--- src/rtl/opb_pkg.sv ---
//==============================================================================
// Module   : opb_pkg
// Brief    : Shared OPB width constants and initiator FSM state encodings.
// Revision : 1.0
//==============================================================================
`default_nettype none

package opb_pkg;

  localparam int C_OPB_AWIDTH_DEF = 32;
  localparam int C_OPB_DWIDTH_DEF = 32;

  typedef logic [1:0] opb_state_t;

  localparam opb_state_t C_ST_IDLE = 2'd0;
  localparam opb_state_t C_ST_REQ  = 2'd1;
  localparam opb_state_t C_ST_XFER = 2'd2;
  localparam opb_state_t C_ST_DONE = 2'd3;

endpackage

`default_nettype wire

--- src/rtl/opb_initiator_simulink.sv ---
//==============================================================================
// Module   : opb_initiator_simulink
// Brief    : Single-beat OPB master with retry limit; optional XFER watchdog
//            enabled by defining OPB_INITIATOR_WATCHDOG_EN.
// Revision : 1.0
//==============================================================================
`default_nettype none

module opb_initiator_simulink
  import opb_pkg::*;
#(
  parameter int    C_OPB_AWIDTH  = C_OPB_AWIDTH_DEF,
  parameter int    C_OPB_DWIDTH  = C_OPB_DWIDTH_DEF,
  parameter int    C_MAX_RETRIES = 7,
  parameter int    C_WDOG_CYCLES = 16,
  parameter string C_FAMILY      = "virtex5"
) (
  input  logic                      OPB_Clk,
  input  logic                      OPB_Rst_n,
  input  logic                      user_req,
  input  logic                      user_rnw,
  input  logic [C_OPB_AWIDTH-1:0]   user_addr,
  input  logic [C_OPB_DWIDTH-1:0]   user_wdata,
  input  logic [C_OPB_DWIDTH/8-1:0] user_be,
  output logic                      user_ready,
  output logic                      user_done,
  output logic [C_OPB_DWIDTH-1:0]   user_rdata,
  output logic                      user_err,
  output logic                      M_request,
  output logic                      M_busLock,
  output logic                      M_select,
  output logic                      M_RNW,
  output logic                      M_seqAddr,
  output logic [0:C_OPB_AWIDTH-1]   M_ABus,
  output logic [0:C_OPB_DWIDTH/8-1] M_BE,
  output logic [0:C_OPB_DWIDTH-1]   M_DBus,
  input  logic                      OPB_MGrant,
  input  logic                      OPB_xferAck,
  input  logic                      OPB_errAck,
  input  logic                      OPB_retry,
  input  logic                      OPB_timeout,
  input  logic [0:C_OPB_DWIDTH-1]   OPB_DBus
);

  localparam int RW = (C_MAX_RETRIES < 1) ? 1 : $clog2(C_MAX_RETRIES + 1);

  // Configuration sanity guard; an empty family or zero watchdog limit is meaningless.
  if (C_FAMILY == "" || C_WDOG_CYCLES < 1) begin : g_cfg_invalid
  end

  opb_state_t                r_state;
  opb_state_t                w_next;
  logic                      r_rnw;
  logic [C_OPB_AWIDTH-1:0]   r_addr;
  logic [C_OPB_DWIDTH-1:0]   r_wdata;
  logic [C_OPB_DWIDTH/8-1:0] r_be;
  logic [RW-1:0]             r_retry;
  logic [C_OPB_DWIDTH-1:0]   r_rdata;
  logic                      r_err;

  logic w_in_xfer;
  logic w_err_evt;
  logic w_ack_evt;
  logic w_rty_evt;
  logic w_rty_exhaust;
  logic w_wdog_evt;

  // Slave event priority: errAck/timeout, then xferAck, then retry.
  assign w_in_xfer     = (r_state == C_ST_XFER);
  assign w_err_evt     = w_in_xfer & (OPB_errAck | OPB_timeout);
  assign w_ack_evt     = w_in_xfer & ~w_err_evt & OPB_xferAck;
  assign w_rty_evt     = w_in_xfer & ~w_err_evt & ~OPB_xferAck & OPB_retry;
  assign w_rty_exhaust = w_rty_evt & (r_retry == RW'(C_MAX_RETRIES));

`ifdef OPB_INITIATOR_WATCHDOG_EN
  localparam int WW = (C_WDOG_CYCLES < 1) ? 1 : $clog2(C_WDOG_CYCLES + 1);
  logic [WW-1:0] r_wdog;

  always_ff @(posedge OPB_Clk) begin
    if (!OPB_Rst_n || !w_in_xfer) begin
      r_wdog <= '0;
    end else begin
      r_wdog <= r_wdog + WW'(1);
    end
  end

  assign w_wdog_evt = w_in_xfer & ~w_err_evt & ~OPB_xferAck & ~OPB_retry &
                      (r_wdog == WW'(C_WDOG_CYCLES - 1));
`else
  assign w_wdog_evt = 1'b0;
`endif

  always_ff @(posedge OPB_Clk) begin
    if (!OPB_Rst_n) begin
      r_state <= C_ST_IDLE;
    end else begin
      r_state <= w_next;
    end
  end

  always_comb begin
    w_next = r_state;
    case (r_state)
      C_ST_IDLE: if (user_req) w_next = C_ST_REQ;
      C_ST_REQ:  if (OPB_MGrant) w_next = C_ST_XFER;
      C_ST_XFER: begin
        if (w_err_evt || w_ack_evt || w_rty_exhaust || w_wdog_evt) begin
          w_next = C_ST_DONE;
        end else if (w_rty_evt) begin
          w_next = C_ST_REQ;
        end
      end
      default:   w_next = C_ST_IDLE;
    endcase
  end

  // Bus outputs stay all-zero outside XFER so they can be OR-combined on the OPB.
  always_comb begin
    user_ready = (r_state == C_ST_IDLE);
    user_done  = (r_state == C_ST_DONE);
    M_request  = (r_state == C_ST_REQ);
    M_select   = w_in_xfer;
    M_busLock  = 1'b0;
    M_seqAddr  = 1'b0;
    M_RNW      = 1'b0;
    M_ABus     = '0;
    M_BE       = '0;
    M_DBus     = '0;
    if (w_in_xfer) begin
      M_RNW  = r_rnw;
      M_ABus = r_addr;
      M_BE   = r_be;
      if (!r_rnw) M_DBus = r_wdata;
    end
  end

  always_ff @(posedge OPB_Clk) begin
    if (!OPB_Rst_n) begin
      r_rnw   <= 1'b0;
      r_addr  <= '0;
      r_wdata <= '0;
      r_be    <= '0;
      r_retry <= '0;
      r_rdata <= '0;
      r_err   <= 1'b0;
    end else begin
      if (r_state == C_ST_IDLE && user_req) begin
        r_rnw   <= user_rnw;
        r_addr  <= user_addr;
        r_wdata <= user_wdata;
        r_be    <= user_be;
        r_retry <= '0;
      end
      if (w_ack_evt) begin
        r_err <= 1'b0;
        if (r_rnw) r_rdata <= OPB_DBus;
      end
      if (w_err_evt || w_rty_exhaust || w_wdog_evt) begin
        r_err <= 1'b1;
      end
      if (w_rty_evt && !w_rty_exhaust) begin
        r_retry <= r_retry + RW'(1);
      end
    end
  end

  assign user_rdata = r_rdata;
  assign user_err   = r_err;

endmodule

`default_nettype wire

--- config.mk ---
export PLATFORM = sky130hd
export DESIGN_NAME = opb_initiator_simulink
export DESIGN_NICKNAME = d
export VERILOG_FILES = /design/src/rtl/opb_pkg.sv /design/src/rtl/opb_initiator_simulink.sv
export SDC_FILE = /design/constraint.sdc
export NUM_CORES = 1
export LEC_CHECK = 0
export ABC_AREA = 0
export CORE_UTILIZATION = 65
export CTS_BUF_LIST = sky130_fd_sc_hd__clkbuf_2 sky130_fd_sc_hd__clkbuf_4 sky130_fd_sc_hd__clkbuf_8
export DETAILED_ROUTE_END_ITERATION = 16
export DONT_BUFFER_PORTS = 1
export GPL_TIMING_DRIVEN = 0
export PLACE_DENSITY = 0.81
export SLEW_MARGIN = 0
export SYNTH_ARGS = -nofsm -noshare
export SYNTH_HDL_FRONTEND = slang
export SYNTH_SLANG_ARGS = --single-unit
--- constraint.sdc ---
create_clock -name OPB_Clk -period 2.4 [get_ports OPB_Clk]
set_clock_uncertainty 0.2 [all_clocks]
set_input_delay 0.48 -clock OPB_Clk [delete_from_list [all_inputs] [get_ports OPB_Clk]]
set_output_delay 0.48 -clock OPB_Clk [all_outputs]
set_load 0.02 [all_outputs]
==> flow_summary.ini <==
[die]
die_h_microns = 85.2
rows = 29
floorplan.core_area_sq_um = 6490
die_ar_sq_um = 7250
io_pins = 217
chipWidth_microns = 85.2
initial_utilization_pct = 69.2

[hold_path]
min_path_type = in -> reg
timing.hold.worst.start = OPB_xferAck
hold_path_depth = 1

[setup_path]
critPathLaunch = r_state[0]
startpoint_types = register
crit_end = M_ABus[21]
regToRegStartpoint = r_state[1]
worst_r2r_path_depth = 6
critical_path.reg2reg.endpoint = r_addr[28]
worst-path-max-fanout = 10
worst_ep_arrival_time_ns = 1.60
crit_required_ns = 1.72
critPathKind = reg -> out
timing.critical_path.to_type = output pin
timing.reg2reg.setup_slack_ns = 0.44

[global_route]
largest_net_degree_at_the_start_of_global_routing = 17
wire_length_of_the_first_global_routing_pass_microns = 16300
number_of_antenna_violations_at_the_first_check_in_global_routing = 0
first_global_vias = 3508
grt_total_usage_pct = 28.5
grt_overflow = 0

[logic_synthesis]
muxShareOfSynthArea_pct = 7.57
synth.lib_cells_used.distinct = 29
syn_inst = 560
ys_seq_area_share_pct = 47.7
synth.cell_area_sq_um = 4490
synth_compound_gate_area_share_pct = 9.21
synth_top_area_cell = sky130_fd_sc_hd__dfxtp_1
synthesis.yosys.warnings = 0
synth_top_family_by_area = simple AND/OR/NAND/NOR gates
ys_seq_elements = 107
synth_top_area_share_pct = 47.7
synthesized_area_fraction_occupied_by_adder_cells_pct = 0.557
synthesis.area_per_instance_sq_um = 8.03
synth_xor_xnor_area_share_pct = 0
ys_top_cells_by_area = sky130_fd_sc_hd__dfxtp_1 (48%), sky130_fd_sc_hd__nand2_1 (17%), sky130_fd_sc_hd__and2_1 (9.9%)
synth_simple_gate_area_share_pct = 29.2

[clocking]
cts_buffers = 9
clock-sinks = 107
clkTransAtPathRegs_ns = 0.09
cts-root-buf = sky130_fd_sc_hd__clkbuf_8
cts_tree = built
htree_num_levels = 3
clk_latency_ns = 0.35
cts-root-to-sink-buffers = 2
cts.repair_timing.setup_buffer_count = 0

[finish]
post_route_cells_drive_above_1_share_pct = 8.85
final_core_utilization_pct = 74.8
area_growth_syn_to_layout_pct = 8.13
n_antenna_cell = 0
final_design_area_no_fill_sq_um = 4860
final_nets = 683

[power_and_ir_drop]
swShare_pct = 24.6
switch_pwr_uw = 844
cell_internal_pwr_mw = 2.59
power.density_nw_per_um2 = 706
share_seq_of_total_power_pct = 55.2
power.share.combinational_pct = 10.0
worst_ir_drop_vdd_mv = 0.497
power_leakage_nw = 1.86
p_total_mw = 3.43
share_clk_of_total_power_pct = 34.9

[sta]
final_critical_path_share_of_the_clock_period_pct = 95.0
slew_of_the_pin_with_the_lowest_slew_margin_ns = 0.562
final_worst_setup_slack_ns = 0.119
unrepaired_setup_endpoints_after_global_routing = no
timing.slew.headroom_pct = 62.4
fmaxAchievable_mhz = 438
layout_min_cycle_time_ns = 2.28
timing.final.hold_violations = 0
finalSetupViolations = 0
report.final.slew_viol_count = 0
tns_ns = 0

[place]
place.port_buffers = 0
placement.cell_area_sq_um = 4590
gp_routability_congestion = 0.749
hpwlAfterDp_microns = 7720
placement.setup.worst_slack_ns = 0.0768

[run]
max-cap-violations = 0

[detailed_routing]
route.vias.total = 3644
routed_wire_length_per_instance_microns = 15.7
drt_pre_antenna_iters = 4
postRouteWirelength_microns = 10200
antenna_violating_nets_post_route = 0
detailed_route_iter0_violations = 139
post_drt_via_cell_ratio = 5.58
drc_violations_left = 0

[run_status]
run_status = finished clean
per-layer routing:
metal / vias up / global-route usage, % / wire (microns)
met1: 1662 / 32.3 / 3990
met4: 0 / 12.2 / 304
li1: 1795 / - / -
met3: 26 / 8.66 / 889
met5: - / 0 / 0
met2: 161 / 49.7 / 5050
per-stage QoR:
stage	hold WS [ns]	std cells
after floorplan	0.232	561
after global placement	0.237	638
after detailed placement	0.242	638
after CTS	0.0169	653
after global routing	0.0105	653
final	0.0262	653
layout by cell type (no fill, tap or decap), drive strengths merged:
cell      instances
nand2           206
conb              2
nor2b             1
a211oi            1
nor2              4
dfxtp           107
or3b              1
nor3b             2
inv               2
bufinv            2
clkinvlp          2
o21ai             1
o21a              1
o31ai             1
a21oi            72
and3              1
a211o             2
mux2i            34
nand2b            1
buf              13
and2             71
nor4b             1
nand3             2
ha                2
o311ai            1
clkbuf           43
cells in the mapped netlist:
cell type and count:
sky130_fd_sc_hd__inv_1 1, sky130_fd_sc_hd__buf_6 2, sky130_fd_sc_hd__nor2_1 4, sky130_fd_sc_hd__nor3b_2 1
sky130_fd_sc_hd__buf_4 2, sky130_fd_sc_hd__o21ai_0 1, sky130_fd_sc_hd__buf_12 3, sky130_fd_sc_hd__o21a_1 1
sky130_fd_sc_hd__nand3_1 2, sky130_fd_sc_hd__nor2b_1 1, sky130_fd_sc_hd__nand2b_1 1, sky130_fd_sc_hd__ha_1 2
sky130_fd_sc_hd__conb_1 1, sky130_fd_sc_hd__inv_2 1, sky130_fd_sc_hd__buf_2 6, sky130_fd_sc_hd__o31ai_1 1
sky130_fd_sc_hd__mux2i_1 34, sky130_fd_sc_hd__nor3b_1 1, sky130_fd_sc_hd__a211oi_1 1, sky130_fd_sc_hd__a211o_1 2
sky130_fd_sc_hd__dfxtp_1 107, sky130_fd_sc_hd__o311ai_0 1, sky130_fd_sc_hd__and2_1 71, sky130_fd_sc_hd__or3b_1 1
sky130_fd_sc_hd__nor4b_4 1, sky130_fd_sc_hd__and3_1 1, sky130_fd_sc_hd__a21oi_1 72, sky130_fd_sc_hd__nand2_1 206
sky130_fd_sc_hd__clkbuf_1 32
how the worst min path moves through the flow:
stage | end | slack, ns
6_report | user_err | 0.03
5_1_grt | user_err | 0.01
4_1_cts | user_err | 0.02
3_5_place_dp | r_addr[24] | 0.24
3_3_place_gp | r_wdata[26] | 0.24
2_1_floorplan | r_addr[0] | 0.23
power groups by stage:
| stage | clock network, mW | registers (mW) | logic [mW] |
|---|---|---|---|
| floorplan | 0 | 1.92 | 0.268 |
| global placement | 0 | 1.93 | 0.324 |
| detailed placement | 0 | 1.93 | 0.336 |
| CTS | 1.22 | 1.89 | 0.342 |
| global route | 1.29 | 1.90 | 0.388 |
| finish | 1.20 | 1.89 | 0.342 |
cell families (layout without fill, tap and decap cells):
family          after synthesis  after routing
fa+ha+maj                     2              2
flops                       107            107
compound gates               79             79
simple gates                290            290
mux                          34             34
other cells                   1              2
buf+inv                      47             62
sequential cells by signal, summed over array words and instances, names as in the netlist:
| name | cells |
|---|---|
| r_addr | 32 |
| r_state | 2 |
| r_rnw | 1 |
| user_rdata | 32 |
| user_err | 1 |
| r_wdata | 32 |
| r_be | 4 |
| r_retry | 3 |
layout make-up:
| class | count | area [sq um] |
|---|---|---|
| inverters | 2 | 7.51 |
| clock inverters | 4 | 75.1 |
| flip-flops and latches | 107 | 2140 |
| plain buffers | 45 | 264 |
| fillers | 560 | 1640 |
| clock buffers | 11 | 145 |
| well taps | 77 | 96.3 |
| multi-input cells | 407 | 2130 |
critical path, stage by stage, from the launching register on:
cell	delay, ns
sky130_fd_sc_hd__dfxtp_1	0.32
sky130_fd_sc_hd__buf_6	0.13
sky130_fd_sc_hd__nand2b_4	0.15
sky130_fd_sc_hd__inv_1	0.08
sky130_fd_sc_hd__buf_4	0.16
sky130_fd_sc_hd__clkbuf_4	0.18
sky130_fd_sc_hd__and2_2	0.22
what timing repair did:
| item | 4_1_cts | 5_1_grt |
|---|---|---|
| resized for setup | 22 | 4 |
| setup endpoints to repair | 57 | 20 |
| hold buffers | 0 | 0 |
Power figures use the tool's default switching activity.
